<file path="config.mk">
export PLATFORM = sky130hd
export DESIGN_NAME = control_sequencer
export DESIGN_NICKNAME = d
export VERILOG_FILES = /design/src/rtl/control_sequencer_pkg.sv /design/src/rtl/control_sequencer_mem_wait_timer.sv /design/src/rtl/control_sequencer.sv
export SDC_FILE = /design/constraint.sdc
export NUM_CORES = 1
export LEC_CHECK = 0
export BUFFER_PORTS_ARGS = -buffer_cell sky130_fd_sc_hd__buf_2
export CORE_ASPECT_RATIO = 2
export CORE_UTILIZATION = 53
export DETAILED_ROUTE_END_ITERATION = 10
export PLACE_DENSITY_LB_ADDON = 0.2
export SYNTH_ARGS = -nofsm -noshare
export SYNTH_HDL_FRONTEND = slang
export SYNTH_HIERARCHICAL = 1
export SYNTH_SLANG_ARGS = --single-unit
</file>
<file path="constraint.sdc">
create_clock -name clk -period 2.5 [get_ports clk]
set_clock_uncertainty 0.1 [all_clocks]
set_input_delay 0.25 -clock clk [delete_from_list [all_inputs] [get_ports clk]]
set_output_delay 0.25 -clock clk [all_outputs]
set_load 0.01 [all_outputs]
</file>
<file path="src/rtl/control_sequencer_pkg.sv">
// Shared state codes, instruction classes and strobe bundle for the control sequencer.
// Latency: n/a (definitions only).
// Backpressure: n/a.
package control_sequencer_pkg;

    // Sequencer state codes (3-bit, debug-visible on the state port)
    localparam logic [2:0] ST_RESET   = 3'd0;
    localparam logic [2:0] ST_FETCH   = 3'd1;
    localparam logic [2:0] ST_DECODE  = 3'd2;
    localparam logic [2:0] ST_EXECUTE = 3'd3;
    localparam logic [2:0] ST_MEM     = 3'd4;
    localparam logic [2:0] ST_WB      = 3'd5;
    localparam logic [2:0] ST_EXC     = 3'd6;
    localparam logic [2:0] ST_FAULT   = 3'd7;

    // Instruction classes produced by the instruction register
    localparam logic [4:0] INST_DP      = 5'h01;
    localparam logic [4:0] INST_MOV_LAS = 5'h02;
    localparam logic [4:0] INST_LDST    = 5'h03;
    localparam logic [4:0] INST_B       = 5'h04;
    localparam logic [4:0] INST_MSR_PM  = 5'h05;
    localparam logic [4:0] INST_CPS     = 5'h06;
    localparam logic [4:0] INST_UNDEF   = 5'h1F;

    // All datapath strobes driven by the sequencer in one bundle
    typedef struct packed {
        logic wr_en;
        logic cu_decode;
        logic ld_sp;
        logic ld_lr;
        logic ld_pc;
        logic ld_rd;
        logic ld_apsr;
        logic ld_ipsr;
        logic ld_primask;
        logic irq_ack;
    } strobe_t;

    // True for every class the sequencer knows how to execute
    function automatic logic is_known_inst(input logic [4:0] cls);
        return (cls == INST_DP) || (cls == INST_MOV_LAS) || (cls == INST_LDST) ||
               (cls == INST_B) || (cls == INST_MSR_PM) || (cls == INST_CPS);
    endfunction

endpackage

</file>
<file path="src/rtl/control_sequencer_mem_wait_timer.sv">
// Counts memory wait cycles; flags the last allowed wait cycle before a timeout.
// Latency: expired is combinational from the count register.
// Backpressure: none; clr has priority over en.
module control_sequencer_mem_wait_timer #(
    parameter int MEM_TIMEOUT = 16
) (
    input  logic clk,
    input  logic rst,
    input  logic clr,
    input  logic en,
    output logic idle,
    output logic expired
);
    localparam int TW = $clog2(MEM_TIMEOUT);
    localparam logic [TW-1:0] LAST = TW'(MEM_TIMEOUT - 1);

    logic [TW-1:0] cnt;

    // Wait-cycle counter: cleared on state change / stall, advanced on each unanswered access cycle
    always_ff @(posedge clk or negedge rst) begin
        if (!rst) begin
            cnt <= '0;
        end else if (clr) begin
            cnt <= '0;
        end else if (en) begin
            cnt <= cnt + TW'(1);
        end
    end

    // The cycle in which cnt==LAST is the MEM_TIMEOUT-th wait cycle
    assign expired = (cnt == LAST);
    assign idle    = (cnt == '0);

endmodule

</file>
<file path="src/rtl/control_sequencer.sv">
// Multi-cycle FETCH/DECODE/EXECUTE/MEM/WB sequencer with interrupt entry, fault trap and retire count.
// Latency: strobes are combinational from current state and inputs; state advances once per clock.
// Backpressure: waits on mem_ready in FETCH/MEM (bounded by MEM_TIMEOUT), stalls in FETCH while run=0.
module control_sequencer
    import control_sequencer_pkg::*;
#(
    parameter int MEM_TIMEOUT = 16,
    parameter int CNT_W       = 32
) (
    input  logic             clk,
    input  logic             rst,
    input  logic             run,
    input  logic [4:0]       inst,
    input  logic             S,
    input  logic             L,
    input  logic             br_L,
    input  logic             cond_pass,
    input  logic             mem_ready,
    input  logic             irq_req,
    input  logic             PMask,
    output logic             wr_en,
    output logic             cu_decode,
    output logic             ld_sp,
    output logic             ld_lr,
    output logic             ld_pc,
    output logic             ld_rd,
    output logic             ld_apsr,
    output logic             ld_ipsr,
    output logic             ld_primask,
    output logic             irq_ack,
    output logic             fault,
    output logic [2:0]       state,
    output logic [CNT_W-1:0] retired
);
    logic [2:0] cur_state;
    logic [2:0] nxt_state;
    strobe_t    stb;
    logic       retire;
    logic       wait_cyc;
    logic       stall_clr;
    logic       tmr_idle;
    logic       tmr_expired;

    control_sequencer_mem_wait_timer #(.MEM_TIMEOUT(MEM_TIMEOUT)) u_timer (
        .clk     (clk),
        .rst     (rst),
        .clr     ((nxt_state != cur_state) || stall_clr),
        .en      (wait_cyc),
        .idle    (tmr_idle),
        .expired (tmr_expired)
    );

    // Next-state and strobe decode; every strobe is forced low while reset is asserted
    always_comb begin
        nxt_state = cur_state;
        stb       = '0;
        retire    = 1'b0;
        wait_cyc  = 1'b0;
        stall_clr = 1'b0;
        case (cur_state)
            ST_RESET: begin
                stb.ld_sp = 1'b1;
                stb.ld_pc = 1'b1;
                nxt_state = ST_FETCH;
            end
            ST_FETCH: begin
                // Interrupts are only taken before a fetch access has started waiting
                if (irq_req && !PMask && tmr_idle) begin
                    nxt_state = ST_EXC;
                end else if (!run) begin
                    stall_clr = 1'b1;
                end else if (mem_ready) begin
                    nxt_state = ST_DECODE;
                end else begin
                    wait_cyc = 1'b1;
                    if (tmr_expired) nxt_state = ST_FAULT;
                end
            end
            ST_DECODE: begin
                stb.cu_decode = 1'b1;
                nxt_state     = is_known_inst(inst) ? ST_EXECUTE : ST_FAULT;
            end
            ST_EXECUTE: begin
                if (!cond_pass) begin
                    stb.ld_pc = 1'b1;
                    retire    = 1'b1;
                    nxt_state = ST_FETCH;
                end else begin
                    case (inst)
                        INST_DP, INST_MOV_LAS: begin
                            stb.ld_rd   = 1'b1;
                            stb.ld_apsr = S;
                            stb.ld_pc   = 1'b1;
                            retire      = 1'b1;
                            nxt_state   = ST_FETCH;
                        end
                        INST_LDST: nxt_state = ST_MEM;
                        INST_B: begin
                            stb.ld_pc = 1'b1;
                            stb.ld_lr = br_L;
                            retire    = 1'b1;
                            nxt_state = ST_FETCH;
                        end
                        INST_MSR_PM, INST_CPS: begin
                            stb.ld_primask = 1'b1;
                            stb.ld_pc      = 1'b1;
                            retire         = 1'b1;
                            nxt_state      = ST_FETCH;
                        end
                        default: nxt_state = ST_FAULT;
                    endcase
                end
            end
            ST_MEM: begin
                stb.wr_en = !L;
                if (mem_ready) begin
                    if (L) begin
                        nxt_state = ST_WB;
                    end else begin
                        stb.ld_pc = 1'b1;
                        retire    = 1'b1;
                        nxt_state = ST_FETCH;
                    end
                end else begin
                    wait_cyc = 1'b1;
                    if (tmr_expired) nxt_state = ST_FAULT;
                end
            end
            ST_WB: begin
                stb.ld_rd = 1'b1;
                stb.ld_pc = 1'b1;
                retire    = 1'b1;
                nxt_state = ST_FETCH;
            end
            ST_EXC: begin
                stb.ld_sp   = 1'b1;
                stb.ld_lr   = 1'b1;
                stb.ld_ipsr = 1'b1;
                stb.ld_pc   = 1'b1;
                stb.irq_ack = 1'b1;
                nxt_state   = ST_FETCH;
            end
            default: nxt_state = ST_FAULT;
        endcase
        if (!rst) stb = '0;
    end

    // State register; async clear aborts any instruction in flight
    always_ff @(posedge clk or negedge rst) begin
        if (!rst) cur_state <= ST_RESET;
        else      cur_state <= nxt_state;
    end

    // Retired-instruction counter, wraps naturally at 2^CNT_W
    always_ff @(posedge clk or negedge rst) begin
        if (!rst)        retired <= '0;
        else if (retire) retired <= retired + CNT_W'(1);
    end

    assign wr_en      = stb.wr_en;
    assign cu_decode  = stb.cu_decode;
    assign ld_sp      = stb.ld_sp;
    assign ld_lr      = stb.ld_lr;
    assign ld_pc      = stb.ld_pc;
    assign ld_rd      = stb.ld_rd;
    assign ld_apsr    = stb.ld_apsr;
    assign ld_ipsr    = stb.ld_ipsr;
    assign ld_primask = stb.ld_primask;
    assign irq_ack    = stb.irq_ack;
    assign fault      = (cur_state == ST_FAULT);
    assign state      = cur_state;

endmodule

</file>
==> results.toml, run 1 <==
[status]
status = "finished, final reports clean"

[critical_path]
cp_max_fo = 5
cp.arrival_ns = 2.47
crit_path_end_kind = "register"
critPathKind = "reg2reg"
crit_required_ns = 2.61
critPathLaunchType = "register"

[yosys]
synth_edf_count = 0
yosysSeqAreaShare_pct = 42.7
async_reset_ff_share_pct = 100
synth_ff_type = "dfrtp_1"
netlist_area_um2 = 2290
syn_area_per_cell_um2 = 9.56
synth_warnings = 6
yosys_register_bits = 39
synthCells = 239
synth_nets = 257
ys_types = 47

[die]
row_count = 33
coreArea_um2 = 4130
initial_core_util_pct = 55.4
ios = 61
fp.dieW_um = 48.4
dieArea_um2 = 4600
fp.dieH_um = 94.9

[timing]
finalWorstSetupSlack_ns = 0.143
slew_violations = 0
finalCritPeriodShare_pct = 94.3
min_period_ns = 2.36
tightest_slew_ns = 0.664
setup_viol = 0
slew_headroom_pct = 55.4
finalSetupTns_ns = 0
fmax_mhz = 424
rsz0062_at_grt = "no"
final_hold_viol_count = 0

[cells_and_area]
postLayoutCellArea_um2 = 2820
layout_commonest_cell = "buf_2"
area_growth_pct = 23.4
multi_input_area_um2 = 1260
drive_above_1_share_pct = 28.9
regArea_um2 = 976
fillers = 386
final_cell_mix = "buf_2, dfrtp_1, nand2_1"
antenna_cells = 0
layout.nets = 328
final_core_util_pct = 68.3

[placed_design]
place_area_um2 = 2680
dp_hpwl_mm = 4.30
port_buffers = 60
dp_slack_ns = 0.0851
gp_congestion = 0.839

[clock_tree]
clock_path_buffers = 2
clock_sinks = 39
numCtsBuffers = 5
path_clk_slew_ns = 0.08
cts-root-buf = "clkbuf_8"
postCtsSetupBuffers = 0
h-tree-depth = 2
tritoncts = "yes"
clkLatencyLatePin_ns = 0.29

[detailed_routing]
wirelength_mm = 5.40
vias = 2083
drt_iter0_drc = 51
routedWlPerCell_um = 14.9
viasPerCell = 5.74
dr.pass1.iters = 4
post-route-drc-count = 0
antenna_left = 0

[power]
p_per_area_nw_per_um2 = 750
vdd_drop_max_v = 0.000503
power_mw = 2.11
p_leak_nw = 1.39

[global_routing]
antenna_found_initial = 0
grt_max_degree = 20
grt_pass1_vias = 2074
grt_overflow = 0
grt_pass1_wl_mm = 9.18
gr-usage-all-layers_pct = 26.0

[flow_run]
cap_violations = 0

[hold_path]
hp-class = "in2async"
-- metal layers --
| metal | track usage, % | up-vias | part of all wire, % |
|---|---|---|---|
| met4 | 17.9 | 0 | 4.5 |
| met1 | 25.5 | 999 | 36 |
| met2 | 49.8 | 64 | 56 |
| li1 | - | 1000 | - |
| met5 | 0 | - | 0 |
| met3 | 2.74 | 20 | 2.7 |
-- where the power goes --
part,switching [mW],internal (mW),leakage [nW]
combinational,0.454,0.324,0.804
sequential,0.0962,0.701,0.524
clock,0.216,0.323,0.0612
total,0.766,1.35,1.39
-- state kept, by name (all words and copies together) (netlist names) --
name         flops
retired         32
state            3
u_timer/cnt      4
-- worst max-delay path, cell delays in order (launching register included) --
cell       delay [ns]
dfrtp_1          0.42
ha_2             0.21
and3_2           0.21
nor2b_1          0.15
a32o_1           0.24
a221o_1          0.29
mux2i_1          0.19
o2111ai_2        0.18
buf_4            0.18
nor2_1           0.11
-- path summary, 6_finish.rpt --
kind | startpoint | slack (ns) | cells past startpoint | to
setup / recovery | u_timer/cnt[0] | 0.14 | 9 | u_timer/cnt[0]
hold / removal | rst | 0.31 | 2 | retired[7]
setup reg to reg | u_timer/cnt[0] | 0.14 | 9 | u_timer/cnt[0]
hold reg to reg | retired[31] | 0.38 | 1 | retired[31]
max in group asynchronous | rst | 1.41 | 3 | retired[26]
min in group clk | run | 0.32 | 4 | state[0]
-- Yosys cell counts, types with 6 or more instances --
| master | instances | area share, % |
|---|---|---|
| a21oi_1 | 6 | 1.3 |
| xor2_1 | 13 | 5.0 |
| xnor2_1 | 21 | 8.0 |
| nor2_1 | 17 | 2.8 |
| and3_1 | 8 | 2.2 |
| inv_1 | 6 | 0.99 |
| nand3_1 | 15 | 3.3 |
| dfrtp_1 | 39 | 43 |
| nor3_1 | 8 | 1.8 |
| nand4_1 | 13 | 3.6 |
| o21ai_0 | 7 | 1.5 |
| nand2_1 | 26 | 4.3 |
-- cell families after synthesis --
| kind of cell | Yosys count | share of synthesized area, % |
|---|---|---|
| AO/OA/AOI/OAI | 28 | 9.09 |
| XOR/XNOR | 34 | 13.0 |
| adder cells (fa/ha/maj) | 3 | 1.64 |
| buffers and inverters | 12 | 2.57 |
| flip-flops | 39 | 42.7 |
| multiplexers | 3 | 1.53 |
| AND/OR/NAND/NOR | 120 | 29.4 |
-- timing repair --
item                                    in CTS  in global routing
endpoints found under the setup margin       0                  4
hold buffers                                 1                  0
gates resized for setup                      0                  3
hold endpoints to repair                    12                  0
-- metrics by stage --
step                      hold WS [ns]  std cells
final                            0.310        363
after global routing             0.350        363
after CTS                        0.267        363
after floorplan                 -0.146        239
after global placement          0.0964        354
after detailed placement        0.0972        354
-- cell type report --
class	instances	share of cell area, %
multi-input cells	188	44.7
flip-flops and latches	39	34.6
repair buffers	70	13.4
clock buffers	6	2.93
well taps	52	2.31
clock inverters	2	1.24
inverters	6	0.799
No activity file was read; power rests on OpenSTA's default activity.
==> run 2, diff against run 1 <==
--- a/config.mk
+++ b/config.mk
@@ -5,9 +5,10 @@
 export SDC_FILE = /design/constraint.sdc
 export NUM_CORES = 1
 export LEC_CHECK = 0
+export ABC_AREA = 1
 export BUFFER_PORTS_ARGS = -buffer_cell sky130_fd_sc_hd__buf_2
 export CORE_ASPECT_RATIO = 2
-export CORE_UTILIZATION = 53
+export CORE_UTILIZATION = 55
 export DETAILED_ROUTE_END_ITERATION = 10
 export PLACE_DENSITY_LB_ADDON = 0.2
 export SYNTH_ARGS = -nofsm -noshare
==> run 2 against run 1 <==
Net effect:
- sequential share of layout area shrank 5.2 points
- power is 32% higher
- largest power group is now combinational logic
- synthesized area rose by 24%
- core utilization is 0.59 points lower
- cell count is 55% higher
- die area increased by 19%
- sequential power increased by 23%
- flip-flop and latch count unchanged
- non-clock buffer count is the same
- via count rose by 42%
- clock power down 20%
==> results.toml, run 2 <==
[hold_path]
hp-class = "in2reg"
hold_depth = 4
worstHoldStart = "L"
hold_end = "state[2]"

[critical_path]
worst_r2r_endpoint = "u_timer/cnt[3]"
critical_path.slowest_cell = "dfrtp_1"
cp.arrival_ns = 1.89
crit_required_ns = 2.15
rrSetupSlack_ns = 0.27
path_cells = "inv_1 -> nor3_2 -> nor2_1 -> nand2_4 -> inv_4 -> a21oi_1 -> buf_2"
critPathKind = "reg2out"
cp_max_fo = 17
rr_startpoint = "u_timer/cnt[0]"
max_stage_delay_ns = 0.51
ff2ff_path_depth = 17
crit_path_end_kind = "output pin"
critPathLaunchType = "register"

[detailed_routing]
post-route-drc-count = 0
drt_iter0_drc = 72
wirelength_mm = 7.80
antenna_left = 0
vias = 2963
dr.pass1.iters = 4
viasPerCell = 5.28
routedWlPerCell_um = 13.9

[die]
initial_core_util_pct = 57.7
fp.dieW_um = 52.8
coreArea_um2 = 4910
dieArea_um2 = 5460
ios = 61
row_count = 36
fp.dieH_um = 104

[power]
vdd_drop_max_v = 0.000713
p_per_area_nw_per_um2 = 842
p_leak_nw = 1.76

[clock_tree]
h-tree-depth = 2
cts-root-buf = "clkbuf_8"
clock_sinks = 39
clock_path_buffers = 2
numCtsBuffers = 5
tritoncts = "yes"
path_clk_slew_ns = 0.08
clkLatencyLatePin_ns = 0.31

[timing]
finalCritPeriodShare_pct = 89.7
setup_viol = 0
rsz0062_at_grt = "no"
final_hold_viol_count = 0
fmax_mhz = 446
tightest_slew_ns = 0.533
slew_violations = 0
slew_headroom_pct = 64.2
finalSetupTns_ns = 0
min_period_ns = 2.24
hold_ws_ns = 0.236

[yosys]
netlist_area_um2 = 2840
synth_ff_type = "dfrtp_1"
ys_types = 29
synth_top_cells_by_area = "dfrtp_1, nand2_1, nor2_1, inv_1, nand3_1"
yosys_register_bits = 39
syn_area_per_cell_um2 = 6.58
yosys-top-cells-count = "nand2_1, nor2_1, inv_1, dfrtp_1, nand3_1"
synth_edf_count = 0
synth_warnings = 6
synth.most_common_cell = "nand2_1"
synth_nets = 449
synth_top_area_share_pct = 34.4
yosysSeqAreaShare_pct = 34.4
synthCells = 431
yosys.area.top_type = "dfrtp_1"
async_reset_ff_share_pct = 100

[placed_design]
dp_hpwl_mm = 6.18
gp_congestion = 0.955
port_buffers = 60

[cells_and_area]
drive_above_1_share_pct = 21.6
layout.nets = 521
largest_reg_flops = 32
area_growth_pct = 17.3
fillers = 482
antenna_cells = 0
layout_commonest_cell = "nand2_1"
regMostFlops = "retired"
final_cell_mix = "nand2_1, nor2_1, buf_2"

[global_routing]
grt_overflow = 0
grt_pass1_vias = 2864
antenna_found_initial = 0
grt_pass1_wl_mm = 12.6
grt_max_degree = 31
gr-usage-all-layers_pct = 31.5

[status]
status = "finished, final reports clean"

[flow_run]
cap_violations = 0
-- run 2: cell types whose count changed in the layout (fill, tap and decap cells not counted), sizes merged, moves of 6 or more --
cell   previous run  this run
and4              6         0
nand4            13         3
and3             10         1
xnor2            21         8
inv               6        50
nand2            26       172
o21ai             7        16
nor2             17        69
nand3            15        24
-- run 2: worst max-delay path by stage --
stage	start	end	slack (ns)
2_1_floorplan	u_timer/cnt[0]	u_timer/cnt[3]	0.59
3_3_place_gp	u_timer/cnt[0]	u_timer/cnt[3]	0.30
3_5_place_dp	u_timer/cnt[0]	u_timer/cnt[3]	0.27
4_1_cts	state[1]	ld_pc	0.20
5_1_grt	u_timer/cnt[0]	u_timer/cnt[3]	0.04
6_report	state[0]	ld_pc	0.26
-- run 2: where the power goes --
part	leakage (nW)	internal (mW)	switching (mW)
clock network	0.0477	0.191	0.239
logic	1.20	0.497	0.890
registers	0.519	0.777	0.206
total	1.76	1.46	1.33
-- run 2: what timing repair did --
item | CTS | global route
resized for setup | 0 | 2
hold buffers | 1 | 0
endpoints found under the setup margin | 0 | 2
buffers inserted | 0 | 6
hold endpoints to repair | 9 | 0
-- run 2: kinds of logic (layout without fill, tap and decap cells) --
family	count (synthesis)	count (layout)	share of synthesized area, %
flip-flops	39	39	34.4
AND/OR/NAND/NOR	290	290	43.9
AO/OA/AOI/OAI	23	23	4.10
adder cells (fa/ha/maj)	3	3	1.32
XOR/XNOR	21	21	7.81
buffers and inverters	55	128	8.43
-- run 2: critical path, delay by kind of cell, from the launching register on --
kind,cells,cell delay (ns)
AOI/OAI and AO/OA,1,0.13
buffers and inverters,3,0.41
DFF,1,0.51
and+or+nand+nor,3,0.52
-- run 2: through the flow --
step	utilization [%]	std cells	power (mW)	instance area (µm²)	setup WS [ns]
6_report	67.7	561	2.80	3320	0.257
5_1_grt	67.7	561	2.99	3320	0.0429
4_1_cts	66.7	555	2.71	3270	0.197
3_5_place_dp	64.8	546	2.27	3180	0.270
3_3_place_gp	64.8	546	2.24	3180	0.296
2_1_floorplan	-	431	1.89	2840	0.594
-- run 2: per-layer routing --
layer	track usage, %	vias up	share of wire, %
met5	0	-	0
met4	22.4	0	6.7
met3	5.58	39	4.1
met2	56.3	105	54
met1	29.5	1347	35
li1	-	1472	-
-- run 2: cell type report --
type | count | area [µm²] | area share (%)
clock buffer | 5 | 68.8 | 2.07
multi-input combinational | 337 | 1630 | 48.9
sequential | 39 | 976 | 29.4
timing repair buffer | 70 | 378 | 11.4
clock inverter | 3 | 15.0 | 0.452
inverter | 50 | 190 | 5.72
tap | 57 | 71.3 | 2.15
